`config.mk`:
```
export PLATFORM = sky130hd
export DESIGN_NAME = rgb_link_monitor_flat
export DESIGN_NICKNAME = d
export VERILOG_FILES = /design/src/rtl/rgb_link_monitor_if.sv /design/src/rtl/rgb_link_monitor.sv /design/src/flat_wrapper.sv
export SDC_FILE = /design/constraint.sdc
export NUM_CORES = 1
export LEC_CHECK = 0
export ABC_AREA = 1
export ABC_CLOCK_PERIOD_IN_PS = 4600
export BUFFER_PORTS_ARGS = -buffer_cell sky130_fd_sc_hd__buf_4
export CORE_MARGIN = 3
export CORE_UTILIZATION = 35
export DETAILED_ROUTE_END_ITERATION = 7
export PLACE_DENSITY_LB_ADDON = 0.08
export RECOVER_POWER = 100
export SYNTH_ARGS = -nofsm -noshare
export SYNTH_HDL_FRONTEND = slang
export SYNTH_SLANG_ARGS = --single-unit
```
`constraint.sdc`:
```
create_clock -name I_clk -period 4.6 [get_ports I_clk]
set_input_delay 0.46 -clock I_clk [delete_from_list [all_inputs] [get_ports I_clk]]
set_output_delay 0.46 -clock I_clk [all_outputs]
set_load 0.02 [all_outputs]
```
`src/rtl/rgb_link_monitor_if.sv`:
```
// Link-monitor bus: per-link samples in, lock/error status out.
// STICKY_ERR_EN adds O_err_sticky.
interface rgb_link_monitor_if #(
  parameter int LINKS     = 2,
  parameter int DATA_W    = 24,
  parameter int ERR_CNT_W = 16
);
  logic [LINKS-1:0]                I_valid;
  logic [LINKS-1:0][DATA_W-1:0]    I_data;
  logic                            I_clr_cnt;
  logic [LINKS-1:0]                O_lock;
  logic [LINKS-1:0]                O_err;
  logic [LINKS-1:0][ERR_CNT_W-1:0] O_err_cnt;
  logic                            O_all_ok;
`ifdef STICKY_ERR_EN
  logic [LINKS-1:0]                O_err_sticky;

  modport master (output I_valid, I_data, I_clr_cnt,
                  input  O_lock, O_err, O_err_cnt, O_all_ok, O_err_sticky);
  modport slave  (input  I_valid, I_data, I_clr_cnt,
                  output O_lock, O_err, O_err_cnt, O_all_ok, O_err_sticky);
`else
  modport master (output I_valid, I_data, I_clr_cnt,
                  input  O_lock, O_err, O_err_cnt, O_all_ok);
  modport slave  (input  I_valid, I_data, I_clr_cnt,
                  output O_lock, O_err, O_err_cnt, O_all_ok);
`endif
endinterface

```
`src/rtl/rgb_link_monitor.sv`:
```
// N-link incrementing-pattern checker: per-link lock FSM, saturating error count,
// aggregated LED flag. Optional macro STICKY_ERR_EN adds per-link sticky error flags.
module rgb_link_lane #(
  parameter int DATA_W     = 24,
  parameter int LOCK_CNT   = 16,
  parameter int UNLOCK_ERR = 4,
  parameter int ERR_CNT_W  = 16
) (
  input  logic                 clk,
  input  logic                 rst,
  input  logic                 valid,
  input  logic                 clr,
  input  logic [DATA_W-1:0]    data,
  output logic                 lock_q,
  output logic                 err_q,
  output logic [ERR_CNT_W-1:0] cnt_q,
  output logic                 lock_d,
  output logic                 err_d
`ifdef STICKY_ERR_EN
  ,
  output logic                 sticky_q,
  output logic                 sticky_d
`endif
);
  localparam int GW = $clog2(LOCK_CNT + 1);
  localparam int BW = $clog2(UNLOCK_ERR + 1);

  typedef enum logic {SEARCH, LOCKED} state_t;

  state_t                state_q, state_d;
  logic [DATA_W-1:0]     prev_q, prev_d;
  logic                  prev_vld_q, prev_vld_d;
  logic [GW-1:0]         good_q, good_d;
  logic [BW-1:0]         bad_q, bad_d;
  logic [ERR_CNT_W-1:0]  cnt_d, cnt_base;
  logic                  match;

  always_comb begin
    state_d    = state_q;
    prev_d     = prev_q;
    prev_vld_d = prev_vld_q;
    good_d     = good_q;
    bad_d      = bad_q;
    err_d      = 1'b0;
    // a clear in the same cycle as an error leaves exactly that one error counted
    cnt_base   = clr ? '0 : cnt_q;
    cnt_d      = cnt_base;
    match      = prev_vld_q && (data == prev_q + DATA_W'(1));
    if (valid) begin
      prev_d     = data;
      prev_vld_d = 1'b1;
      case (state_q)
        SEARCH:
          if (!match) good_d = '0;
          else if (good_q == GW'(LOCK_CNT - 1)) begin
            state_d = LOCKED;
            good_d  = '0;
            bad_d   = '0;
          end else good_d = good_q + GW'(1);
        LOCKED:
          if (match) bad_d = '0;
          else begin
            err_d = 1'b1;
            if (!(&cnt_base)) cnt_d = cnt_base + ERR_CNT_W'(1);
            if (bad_q == BW'(UNLOCK_ERR - 1)) begin
              state_d = SEARCH;
              good_d  = '0;
              bad_d   = '0;
            end else bad_d = bad_q + BW'(1);
          end
      endcase
    end
    lock_d = (state_d == LOCKED);
`ifdef STICKY_ERR_EN
    sticky_d = err_d | (sticky_q & ~clr);
`endif
  end

  always_ff @(posedge clk) begin
    if (rst) begin
      state_q    <= SEARCH;
      prev_q     <= '0;
      prev_vld_q <= 1'b0;
      good_q     <= '0;
      bad_q      <= '0;
      cnt_q      <= '0;
      lock_q     <= 1'b0;
      err_q      <= 1'b0;
`ifdef STICKY_ERR_EN
      sticky_q   <= 1'b0;
`endif
    end else begin
      state_q    <= state_d;
      prev_q     <= prev_d;
      prev_vld_q <= prev_vld_d;
      good_q     <= good_d;
      bad_q      <= bad_d;
      cnt_q      <= cnt_d;
      lock_q     <= lock_d;
      err_q      <= err_d;
`ifdef STICKY_ERR_EN
      sticky_q   <= sticky_d;
`endif
    end
  end
endmodule

module rgb_link_monitor #(
  parameter int LINKS      = 2,
  parameter int DATA_W     = 24,
  parameter int LOCK_CNT   = 16,
  parameter int UNLOCK_ERR = 4,
  parameter int ERR_CNT_W  = 16
) (
  input  logic               I_clk,
  input  logic               I_rst,
  rgb_link_monitor_if.slave  bus
);
  logic [LINKS-1:0]                valid, lock_q, err_q, lock_d, err_d;
  logic [LINKS-1:0][DATA_W-1:0]    data;
  logic [LINKS-1:0][ERR_CNT_W-1:0] cnt_q;
  logic                            all_ok_q, all_ok_d;
`ifdef STICKY_ERR_EN
  logic [LINKS-1:0]                sticky_q, sticky_d;
`endif

  assign valid = bus.I_valid;
  assign data  = bus.I_data;

  rgb_link_lane #(
    .DATA_W(DATA_W), .LOCK_CNT(LOCK_CNT), .UNLOCK_ERR(UNLOCK_ERR), .ERR_CNT_W(ERR_CNT_W)
  ) u_lane [LINKS-1:0] (
    .clk(I_clk), .rst(I_rst), .valid(valid), .clr(bus.I_clr_cnt), .data(data),
    .lock_q(lock_q), .err_q(err_q), .cnt_q(cnt_q), .lock_d(lock_d), .err_d(err_d)
`ifdef STICKY_ERR_EN
    , .sticky_q(sticky_q), .sticky_d(sticky_d)
`endif
  );

  always_comb begin
    all_ok_d = (&lock_d) && !(|err_d);
`ifdef STICKY_ERR_EN
    all_ok_d = all_ok_d && !(|sticky_d);
`endif
  end

  always_ff @(posedge I_clk) begin
    if (I_rst) all_ok_q <= 1'b0;
    else       all_ok_q <= all_ok_d;
  end

  assign bus.O_lock    = lock_q;
  assign bus.O_err     = err_q;
  assign bus.O_err_cnt = cnt_q;
  assign bus.O_all_ok  = all_ok_q;
`ifdef STICKY_ERR_EN
  assign bus.O_err_sticky = sticky_q;
`endif
endmodule

```
`src/flat_wrapper.sv`:
```
// flat-port wrapper written by rule: the top's interface ports become plain ports
module rgb_link_monitor_flat 
#(
  parameter int LINKS      = 2,
  parameter int DATA_W     = 24,
  parameter int LOCK_CNT   = 16,
  parameter int UNLOCK_ERR = 4,
  parameter int ERR_CNT_W  = 16
)
  (I_clk, I_rst, bus_I_valid, bus_I_data, bus_I_clr_cnt, bus_O_lock, bus_O_err, bus_O_err_cnt, bus_O_all_ok);
  rgb_link_monitor_if #(.LINKS(LINKS), .DATA_W(DATA_W), .ERR_CNT_W(ERR_CNT_W)) bus_i ();
  input  logic I_clk;
  input  logic I_rst;
  input wire logic [$bits(bus_i.I_valid)-1:0] bus_I_valid;
  input wire logic [$bits(bus_i.I_data)-1:0] bus_I_data;
  input wire logic [$bits(bus_i.I_clr_cnt)-1:0] bus_I_clr_cnt;
  output wire logic [$bits(bus_i.O_lock)-1:0] bus_O_lock;
  output wire logic [$bits(bus_i.O_err)-1:0] bus_O_err;
  output wire logic [$bits(bus_i.O_err_cnt)-1:0] bus_O_err_cnt;
  output wire logic [$bits(bus_i.O_all_ok)-1:0] bus_O_all_ok;
  assign bus_i.I_valid = bus_I_valid;
  assign bus_i.I_data = bus_I_data;
  assign bus_i.I_clr_cnt = bus_I_clr_cnt;
  assign bus_O_lock = bus_i.O_lock;
  assign bus_O_err = bus_i.O_err;
  assign bus_O_err_cnt = bus_i.O_err_cnt;
  assign bus_O_all_ok = bus_i.O_all_ok;
  rgb_link_monitor #(.LINKS(LINKS), .DATA_W(DATA_W), .LOCK_CNT(LOCK_CNT), .UNLOCK_ERR(UNLOCK_ERR), .ERR_CNT_W(ERR_CNT_W)) u_core (.I_clk(I_clk), .I_rst(I_rst), .bus(bus_i));
endmodule
```
-- Yosys cells after proc, flatten, opt, wreduce, memory -nomap -nowiden
Cells that the tools add are included.
- logic and storage cells: 99
- flip-flop bits (word level): 103
- input port bits: 53
- output and inout bits: 37
- multiplexer cells: 48
- bitwise logic cells: 2
- $add $sub $neg: 8
- equal/unequal tests: 14
- reduce and logical (&&, ||, !) cells: 12
- operators with widths (kind ; number):
    two-way mux 16 bit ; 10
    adder 24 x 1 -> 24 bit (second input constant) ; 2
    equality test 24 bit ; 2
    two-way mux 5 bit ; 8
    adder 16 x 1 -> 16 bit (second input constant) ; 2
    AND reduction 16 bit ; 2
    two-way mux 3 bit ; 8
    one-hot mux 5 bit (2 select lines) ; 2
    two-way mux 1 bit ; 16
    != test 2 bit (second input constant) ; 6
    one-hot mux 3 bit (2 select lines) ; 2
    AND reduction 3 bit ; 4
    adder 5 x 1 -> 5 bit (second input constant) ; 2
    equality test 5 x 4 -> 1 bit (second input constant) ; 2
    adder 3 x 1 -> 3 bit (second input constant) ; 2
    equality test 3 x 2 -> 1 bit (second input constant) ; 2
    != test 2 x 1 -> 1 bit (second input constant) ; 2
    one-hot mux 1 bit (2 select lines) ; 2
    logical AND 1 bit ; 3
    inverter 1 bit ; 2
    AND reduction 2 bit ; 1
    OR reduction 2 bit ; 1
    logical NOT 1 bit ; 1

-- Logic depth before layout (Yosys ltp)
- word-level depth: 9
- gate-level depth with buffers: 19
- depth with buffers taken out: 18

-- By module
From an unflattened synthesis, not the netlist that was laid out.
- cell total of the unflattened synthesis: 1135
- area, all modules: 6902.9 um2
- by module, submodules not included (module ; cells an instance ; times used ; area an instance (um2)):
    rgb_link_lane ; 564 ; 2 ; 3429.5
    rgb_link_monitor ; 7 ; 1 ; 43.8

-- Worst setup path after synthesis
OpenSTA, ideal clock, no wires.
- kind: input to register
- from: input port bus_I_clr_cnt
- to: register u_core.u_lane[0].cnt_q[15]
- data arrival time: 2483 ps
- required time: 4485 ps
- slack: 2002 ps
- cell stages on the path: 18
- buffers on the path: 2
- cell sequence: buf_2 buf_1 nor2_1 ha_1 nand2_1 nor2_1 nand2_1 nor3_1 nand3_1 inv_2 nor2_1 nand4_1 nor2_1 nand2_1 nor2_1 nand3_1 nand2_1 nor2_1
- longest elaborated chain between the ends: 6
- elaborated cells on any way between the ends: 7
- those cells by class: add/sub (1); mux (5); reduce/logical (1)
- ends and longest elaborated chain (item ; line ; text):
    start, declared ; flat_wrapper.sv:16 ; input wire logic [$bits(bus_i.I_clr_cnt)-1:0] bus_I_clr_cnt;
    two-way mux 16 bit * ; rgb_link_monitor.sv:46 ; cnt_base = clr ? '0 : cnt_q;
    adder 16 x 1 -> 16 bit or AND reduction 16 bit (tied branches) ; rgb_link_monitor.sv:64 ; if (!(&cnt_base)) cnt_d = cnt_base + ERR_CNT_W'(1);
    two-way mux 16 bit ; rgb_link_monitor.sv:64 ;
    two-way mux 16 bit ; rgb_link_monitor.sv:61 ; if (match) bad_d = '0;
    two-way mux 16 bit ; rgb_link_monitor.sv:52 ; case (state_q)
    two-way mux 16 bit * ; rgb_link_monitor.sv:49 ; if (valid) begin
    end signal, assigned ; rgb_link_monitor.sv:98 ; cnt_q <= cnt_d;
    end, declared ; rgb_link_monitor.sv:16 ; output logic [ERR_CNT_W-1:0] cnt_q,
Every way passes the cells marked *; elsewhere a longest branch is shown, timed or not.
A chain may end at the register's enable or synchronous reset.

-- Final worst setup path
- from: register u_core.u_lane[1].prev_q[0]
- to: register u_core.u_lane[1].cnt_q[2]
- longest elaborated chain between the ends: 6
- ends and longest elaborated chain (item ; line ; text):
    start, declared ; rgb_link_monitor.sv:31 ; logic [DATA_W-1:0] prev_q, prev_d;
    start signal, assigned ; rgb_link_monitor.sv:94 ; prev_q <= prev_d;
    adder 24 x 1 -> 24 bit ; rgb_link_monitor.sv:48 ; match = prev_vld_q && (data == prev_q + DATA_W'(1));
    equality test 24 bit ; rgb_link_monitor.sv:48 ;
    logical AND 1 bit ; rgb_link_monitor.sv:48 ;
    two-way mux 16 bit ; rgb_link_monitor.sv:61 ;
    two-way mux 16 bit ; rgb_link_monitor.sv:52 ;
    two-way mux 16 bit ; rgb_link_monitor.sv:49 ;
    end signal, assigned ; rgb_link_monitor.sv:98 ;
    end, declared ; rgb_link_monitor.sv:16 ;
No other way between the ends.

==> impl_metrics.csv <==
group,metric,value,unit
timing,fmax,0.299,GHz
critical_path,cp_max_fo,12,
critical_path,path_delay_family,"simple AND/OR/NAND/NOR gates",
global_route,grt_antenna_before_repair,0,
clock_tree,holdBufCountCts,0,
clock_tree,cts_made_buffers,9,
hold_path,min_path_cells,3,
critical_path,crit_type,"reg2reg",
timing,worst_slew_pin_slew,1.40,ns
detailed_routing,routed_via_density,4.64,
placed_design,dp_slack,1.63,ns
critical_path,worst_path_largest_cell_delay,0.58,ns
floorplan,core_area,19100,um^2
timing,hold_viol_final,0,
placed_design,hpwl,13.8,mm
timing,drv_slew,0,
clock_tree,insertion_delay,0.36,ns
layout,antenna_cells,0,
layout,area_delta_synth_final,13.4,%
floorplan,dieArea,21600,um^2
timing,period_share,72.7,%
clock_tree,clock-root-buffer,"clkbuf_16",
layout,final_cell_area,7880,um^2
detailed_routing,postRouteAntennaNets,0,
floorplan,placementRows,50,
clock_tree,numClockSinks,103,
floorplan,die_w,147,um
timing,grt_setup_unrepaired,"false",
pwr,power_density,259,nW/um^2
timing,setup_viol,0,
synthesis,syn_nets,1210,
critical_path,cp.required,4.84,ns
synthesis,syn-cell-area,6950,um^2
placed_design,portBuffers,89,
clock_tree,h-tree-depth,3,
clock_tree,cts_buffer_depth,2,
timing,tns,0,ns
timing,period_minus_slack,3.35,ns
critical_path,crit_cells,16,
critical_path,cp_slowest_cell,"nor2_1",
detailed_routing,vias,6877,
clock_tree,post_cts_buffers,0,
status,status,"complete, no violations",
global_route,grt_max_degree,60,
detailed_routing,drtIter0Drc,257,
global_route,grt_overflow,0,
timing,setup_slack,1.25,ns
synthesis,synth_seq_cells,103,
critical_path,cp_data_arrival_time,3.59,ns
clock_tree,cts_tree,"yes",
global_route,grt_pass1_wl,31.3,mm
global_route,grt_usage,17.4,%
hold_path,min_path_type,"in2reg",
critical_path,crit_start,"u_core.u_lane[1].prev_q[0]",
detailed_routing,dr.pass1.iters,4,
layout,fin_nets,1279,
layout,layout_common_cells,"nand2_1, nor2_1, inv_1",
detailed_routing,routed_wl,18.6,mm
run,cap_violations,0,
layout,final_common_cell,"nand2_1",
clock_tree,cts-resized-gates,0,
critical_path,critPathCaptureType,"flop",
floorplan,ios,90,
critical_path,critPathBufInv,0,
critical_path,crit_end,"u_core.u_lane[1].cnt_q[2]",
pwr,leakagePower,3.49,nW
synthesis,syn_area_per_cell,6.05,um^2
critical_path,ff2ff_setup_slack,1.25,ns
synthesis,syn_inst,1149,
global_route,first_global_vias,6506,
placed_design,place.gp.congestion,0.823,
clock_tree,path_clk_slew,0.07,ns
critical_path,path_cells,"ha_1 -> nand2_1 -> nor2_1 -> nand3_1 -> nor2_1 -> nand2_1 -> nand2_1 -> nor2_1 -> nand2_1 -> nor2_2 -> nand3_4 -> nand3_4 -> nor2_1 -> nand3_1 -> nand2_1 -> nor2_1",
floorplan,dieHeight,147,um
timing,fin_skew,0.0112,ns
synthesis,yosys_warnings,0,
critical_path,rr_startpoint,"u_core.u_lane[1].prev_q[0]",
critical_path,cp-start-kind,"flop",
critical_path,r2r-end,"u_core.u_lane[1].cnt_q[2]",
placed_design,dpl-instance-area,7780,um^2
detailed_routing,wire_per_inst,12.5,um
critical_path,reg2reg_depth,16,
floorplan,start_util,36.4,%
detailed_routing,drc,0,
timing,relSlewSlack,6.98,%
synthesis,yosysSeqAreaShare,29.7,%
layout,drive_above_1_share,8.26,%
pwr,ir_worst_vdd,0.000174,V
synthesis,ys_types,37,
area by class of cell:
type / instances / area [um^2]
Multi-Input combinational cell: 861 / 4090
Clock inverter: 5 / 56.3
Timing Repair Buffer: 91 / 531
Tap cell: 260 / 325
Clock buffer: 11 / 243
Sequential cell: 103 / 2060
Fill cell: 2114 / 11200
Inverter: 152 / 572
routing by layer:
layer | vias up | global-route usage (%) | part of all wire, %
li1 | 3746 | - | -
met1 | 3017 | 22.4 | 48
met2 | 95 | 30.1 | 48
met3 | 19 | 3.27 | 2.9
met4 | 0 | 4.01 | 1.3
met5 | - | 0 | 0
power breakdown:
group          internal [mW]  switching (mW)  total (mW)
sequential             0.924          0.0391       0.963
combinational          0.116           0.169       0.285
clock                  0.438           0.358       0.796
total                   1.48           0.567        2.04
Yosys cell counts, drive strengths merged:
| cell type | n | area (um^2) |
|---|---|---|
| dfxtp | 103 | 2060 |
| nand4 | 21 | 131 |
| clkinv | 2 | 7.51 |
| o21bai | 6 | 52.6 |
| and3 | 1 | 6.26 |
| xor2 | 25 | 219 |
| inv | 150 | 563 |
| nor3b | 4 | 30.0 |
| nor4 | 2 | 12.5 |
| ha | 8 | 100 |
| buf | 14 | 103 |
| nand2 | 287 | 1110 |
| nand3b | 6 | 45.0 |
| nand3 | 77 | 430 |
| o21ai | 70 | 358 |
| and2 | 2 | 12.5 |
| a31oi | 1 | 6.26 |
| a21oi | 57 | 285 |
| xnor2 | 19 | 166 |
| nor3 | 19 | 95.1 |
| or2 | 4 | 25.0 |
| clkbuf | 19 | 71.3 |
| o21a | 1 | 7.51 |
| nor2 | 251 | 1050 |
logic make-up after synthesis:
kind of cell    share of synthesized area (%)
simple gates                             42.4
buf+inv                                  10.7
flops                                    29.7
compound gates                           10.2
xor+xnor                                 5.55
fa+ha+maj                                1.44
worst min-delay path, cell delays in order:
cell	delay [ns]
buf_4	0.09
nor2_1	0.04
nor2_1	0.08
sequential cells by signal, summed over array words and instances (netlist names):
signal	count
u_core.u_lane.bad_q	6
u_core.u_lane.prev_vld_q	2
u_core.u_lane.good_q	10
u_core.u_lane.cnt_q	32
u_core.u_lane.prev_q	48
u_core.u_lane.lock_q	1
u_core.u_lane.state_q	1
u_core.u_lane.err_q	2
u_core.bus.O_all_ok	1
worst min path at each step:
stage,end,startpoint,slack (ns)
after global placement,u_core.u_lane[1].bad_q[2],u_core.u_lane[1].bad_q[2],0.43
final,u_core.u_lane[0].prev_q[17],bus_I_data[17],0.34
after CTS,u_core.u_lane[0].prev_q[23],bus_I_data[23],0.33
after floorplan,u_core.u_lane[1].bad_q[2],u_core.u_lane[1].bad_q[2],0.42
after detailed placement,u_core.u_lane[1].bad_q[2],u_core.u_lane[1].bad_q[2],0.43
after global routing,u_core.u_lane[0].prev_q[23],bus_I_data[23],0.33
per-stage QoR:
stage | power (mW) | util (%) | cells | hold slack (ns)
finish | 2.04 | 41.3 | 1483 | 0.341
CTS | 2.09 | 42.4 | 1483 | 0.328
global route | 2.17 | 41.3 | 1483 | 0.332
floorplan | 1.17 | - | 1149 | 0.417
global placement | 1.27 | 40.8 | 1467 | 0.431
detailed placement | 1.27 | 40.8 | 1467 | 0.434
(Power assumes the default switching activity.)
